<file path="config.mk">
export PLATFORM = sky130hd
export DESIGN_NAME = ifu
export DESIGN_NICKNAME = d
export VERILOG_FILES = /design/src/rtl/ifu.sv
export SDC_FILE = /design/constraint.sdc
export NUM_CORES = 1
export LEC_CHECK = 0
export CAP_MARGIN = 30
export CELL_PAD_IN_SITES_DETAIL_PLACEMENT = 0
export CELL_PAD_IN_SITES_GLOBAL_PLACEMENT = 1
export CORE_MARGIN = 8
export CORE_UTILIZATION = 43
export CTS_CLUSTER_SIZE = 28
export DETAILED_ROUTE_END_ITERATION = 8
export PLACE_DENSITY_LB_ADDON = 0.1
export SETUP_SLACK_MARGIN = 0.15
export SYNTH_ARGS = -nofsm -noshare
export SYNTH_HDL_FRONTEND = slang
export SYNTH_SLANG_ARGS = --single-unit
</file>
<file path="constraint.sdc">
create_clock -name clk -period 8.2 [get_ports clk]
set_input_delay 1.64 -clock clk [delete_from_list [all_inputs] [get_ports clk]]
set_output_delay 1.64 -clock clk [all_outputs]
set_load 0.02 [all_outputs]
</file>
<file path="src/rtl/ifu.sv">
// Instruction fetch unit: in-order bus fetcher with a small instruction buffer and jump redirect.
// Optional misaligned-redirect fault handling is enabled by defining IFU_MISALIGN_CHECK_EN.
module ifu #(
    parameter logic [31:0] RESET_PC = 32'h0000_0000,
    parameter int          DEPTH    = 2
) (
    input  logic        clk,
    input  logic        rst,
    output logic        bus_req,
    output logic [31:0] bus_addr,
    input  logic        bus_gnt,
    input  logic        bus_rvalid,
    input  logic [31:0] bus_rdata,
    input  logic        jump_en,
    input  logic [31:0] jump_addr,
    input  logic        stall,
    output logic        inst_valid,
    output logic [31:0] pc_o,
    output logic [31:0] inst_o,
    output logic        fetch_fault
);

    localparam int AW = $clog2(DEPTH);
    localparam int CW = AW + 1;

`ifdef IFU_MISALIGN_CHECK_EN
    typedef enum logic [1:0] {FETCH, DRAIN, FAULT} state_t;
`else
    typedef enum logic {FETCH, DRAIN} state_t;
`endif

    state_t          state;
    logic [31:0]     fetch_pc;
    logic [CW-1:0]   outstanding;
    logic [CW-1:0]   drop_cnt;

    logic [31:0]     aq_addr [DEPTH];
    logic [AW-1:0]   aq_rd, aq_wr;

    logic [31:0]     buf_pc   [DEPTH];
    logic [31:0]     buf_inst [DEPTH];
    logic [AW-1:0]   bq_rd, bq_wr;
    logic [CW-1:0]   bq_cnt;

    logic            can_fetch;
    logic [CW:0]     inflight;
    logic            grant, resp, drop, keep, pop, misaligned;
    logic [CW-1:0]   out_next;
    logic [31:0]     jump_target;

`ifdef IFU_MISALIGN_CHECK_EN
    assign can_fetch   = (state != FAULT);
    assign misaligned  = (jump_addr[1:0] != 2'b00);
    assign fetch_fault = !rst && (state == FAULT);
`else
    logic jump_lsb_unused;
    assign jump_lsb_unused = ^jump_addr[1:0];
    assign can_fetch   = 1'b1;
    assign misaligned  = 1'b0;
    assign fetch_fault = 1'b0;
`endif

    // Buffered plus in-flight fetches may never exceed the buffer size, so a response always has room.
    assign inflight    = {1'b0, bq_cnt} + {1'b0, outstanding};
    assign bus_req     = !rst && can_fetch && !jump_en && (inflight < (CW+1)'(DEPTH));
    assign bus_addr    = rst ? RESET_PC : fetch_pc;
    assign grant       = bus_req && bus_gnt;
    assign resp        = bus_rvalid && !rst;
    assign drop        = resp && (drop_cnt != '0);
    assign keep        = resp && (drop_cnt == '0);
    assign out_next    = outstanding + CW'(grant) - CW'(resp);
    assign pop         = (bq_cnt != '0) && !stall;
    assign jump_target = {jump_addr[31:2], 2'b00};

    assign inst_valid  = !rst && (bq_cnt != '0);
    assign pc_o        = inst_valid ? buf_pc[bq_rd]   : 32'h0;
    assign inst_o      = inst_valid ? buf_inst[bq_rd] : 32'h0;

    always_ff @(posedge clk) begin
        if (rst) begin
            state       <= FETCH;
            fetch_pc    <= RESET_PC;
            outstanding <= '0;
            drop_cnt    <= '0;
            aq_rd       <= '0;
            aq_wr       <= '0;
            bq_rd       <= '0;
            bq_wr       <= '0;
            bq_cnt      <= '0;
        end else begin
            outstanding <= out_next;
            if (jump_en) begin
                // Everything still in flight after this cycle belongs to the old path.
                fetch_pc <= jump_target;
                drop_cnt <= out_next;
                aq_rd    <= '0;
                aq_wr    <= '0;
                bq_rd    <= '0;
                bq_wr    <= '0;
                bq_cnt   <= '0;
`ifdef IFU_MISALIGN_CHECK_EN
                if (misaligned)
                    state <= FAULT;
                else
`endif
                    state <= (out_next != '0) ? DRAIN : FETCH;
            end else begin
                if (grant) begin
                    aq_addr[aq_wr] <= fetch_pc;
                    aq_wr          <= aq_wr + 1'b1;
                    fetch_pc       <= fetch_pc + 32'd4;
                end
                if (keep) begin
                    aq_rd           <= aq_rd + 1'b1;
                    buf_pc[bq_wr]   <= aq_addr[aq_rd];
                    buf_inst[bq_wr] <= bus_rdata;
                    bq_wr           <= bq_wr + 1'b1;
                end
                if (pop)
                    bq_rd <= bq_rd + 1'b1;
                bq_cnt <= bq_cnt + CW'(keep) - CW'(pop);
                if (drop) begin
                    drop_cnt <= drop_cnt - 1'b1;
                    if (state == DRAIN && drop_cnt == CW'(1))
                        state <= FETCH;
                end
            end
        end
    end

endmodule

</file>
==> metrics.txt <==
mapped cell area=9340 um2; Clock transition at path regs=0.06 ns; ratio of total power to cell area=215 nW/um2; core footprint=21,600 um2; asr flop ratio synth=0%; Post-synth top cells=184 x edfxtp_1, 110 x nor2_1, 64 x mux2i_1; vias in the first global route=6,052; first-pass GRT wire length=33,200 um; max incr delay on CP=0.58 ns; FF/Latch Area=6370 um2; hold crit path type=reg -> reg; status=completed; Skew-Pair Late Insertion Delay=0.51 ns; Die W=163 um; GR Util All Layers=15.6%; MaxCap Viol Count=0; setup ws final=2.52 ns; synth unique cells=51; synthesized flop and latch total=226; Period minus WS final=5.68 ns; most frequent CP cell=buf_4; Die Y-Extent=163 um; DR pass1 iterations=5; share of cells above drive strength 1=10.8%; largest net degree at the start of global routing=65; final clock skew=0.0101 ns; crit path cell chain=buf_2 -> buf_4 -> inv_1 -> o21ai_4 -> buf_4 -> nor2_1 -> clkdlybuf4s50_1; vias per cell=5.08; Die ar.=26,700 um2; I/O Pins=169; sequential share of the synthesized area=68.1%; dominant synthesized flop cell=edfxtp_1; Synth Warn #=0; Slew Limit Fails=0; post_cts resized=0; Least-Margin Pin Slew=0.932 ns; postcts setup bufs=0; routed wire length=21,100 um; Post-synth EDFFs=184; unrepaired setup endpoints after global routing=no; Setup crit start kind=input pin; synth top area cells=edfxtp_1 59%, dfxtp_1 9.0%, mux2i_1 6.9%, nor2_1 4.4%, mux2_2 3.6%; leakage power=3.97 nW; most numerous cell in the Yosys netlist=edfxtp_1; Hold Fails Final Rpt=0; vias=5,804; initial antenna violation count=0; CTS Buf Count=24; CP delay by family, top=buffers and inverters; footprint of the multi-input gates=2790 um2; row cnt=54; critical path type=in -> out; Yosys top cell area share=59.1%; ANT nets after route=0; initial drt markers=336; Buf/Inv on CP=5; CP max FO=64; Post-Place Worst Slack=2.51 ns; ANT cells=0; drt wl/cell=18.5 um; period utilization=69.3%; Final #Nets=922; Critical Path AT=4.04 ns; critical path required time=6.56 ns; Max Root-Sink Buffers=3; Starting Density=43.4%; grt ovf=0; worst reg2reg setup slack=4.90 ns; FILL cells=1,810; cts hold-fix bufs=0; CP endpoint kind=output pin; final HPWL from detailed placement=13,900 um; TNS Setup=0 ns; global placement routability congestion=0.790; drt drc=0; setup violators final=0; Slew HR=37.9%; H-tree depth=1; number of clock sinks=226; Synth Area per Inst=13.7 um2; area growth from synthesis to layout=29.1%; FMAX=176 MHz; Port Buf Inserts=161; Crit-path slowest cell=clkdlybuf4s50_1; post-synth top area cell=edfxtp_1; Mapped Cells=681; IR drop worst, VDD=0.000148 V; CTS tree=built; root buf cell=clkbuf_16
-- state kept, by name (all words and copies together) (netlist names), 2 cells and up, named ones only --
name / count
aq_addr: 60
bq_cnt: 2
buf_inst: 64
buf_pc: 60
drop_cnt: 2
fetch_pc: 30
outstanding: 2
-- cells by family after synthesis --
family | synth area share (%)
mux | 10.5
fa+ha+maj | 1.02
flops | 68.1
compound gates | 3.31
other cells | 0.0401
simple gates | 11.9
xor+xnor | 2.81
buf+inv | 2.37
-- routing by layer --
metal,share of wire (%),global-route usage (%),vias up
met3,6.3,3.20,26
met1,43,19.4,2816
li1,-,-,2789
met5,0,0,-
met4,1.8,4.42,0
met2,49,27.0,173
-- power breakdown --
| group | total [mW] | internal (mW) | switching, mW |
|---|---|---|---|
| registers | 1.31 | 1.28 | 0.0269 |
| logic | 0.224 | 0.104 | 0.120 |
| clock network | 1.06 | 0.638 | 0.426 |
| total | 2.60 | 2.02 | 0.574 |
-- final timing paths --
path                 from        endpoint  depth (start not counted)
max reg2reg     bq_cnt[0]     drop_cnt[1]                         12
min          fetch_pc[30]  aq_addr[0][30]                          0
max                   rst      inst_o[31]                          7
min reg2reg  fetch_pc[30]  aq_addr[0][30]                          0
-- cell usage in the layout, fill, tap and decap left out, drive strengths merged, types with 6 or more instances in the layout --
cell | Yosys | layout
a211oi | 12 | 12
a21oi | 15 | 15
and3 | 7 | 7
buf | 13 | 12
clkbuf | 25 | 32
clkdlybuf4s50 | 0 | 160
clkinv | 0 | 8
dfxtp | 42 | 42
edfxtp | 184 | 184
ha | 6 | 6
inv | 14 | 14
mux2 | 30 | 30
mux2i | 64 | 64
nand2 | 23 | 23
nand3 | 13 | 13
nand4 | 15 | 15
nor2 | 111 | 111
nor2b | 30 | 30
o21ai | 9 | 9
xnor2 | 12 | 12
xor2 | 18 | 18
-- area by class of cell --
class,count,area share [%]
well taps,280,2.91
clock buffers,32,5.57
repair buffers,172,14.2
flip-flops and latches,226,52.8
clock inverters,12,0.944
inverters,14,0.436
multi-input cells,407,23.1
-- metrics by stage --
step | util, % | cells | hold WS (ns) | area, um2 | power [mW]
3_3_place_gp | 52.2 | 1098 | 0.460 | 11200 | 1.55
5_1_grt | 56.0 | 1143 | 0.487 | 12100 | 2.69
3_5_place_dp | 52.3 | 1099 | 0.463 | 11300 | 1.56
6_report | 56.0 | 1143 | 0.480 | 12100 | 2.60
4_1_cts | 56.0 | 1143 | 0.479 | 12100 | 2.63
2_1_floorplan | - | 685 | 0.426 | 9360 | 1.46
(Power assumes the default switching activity.)
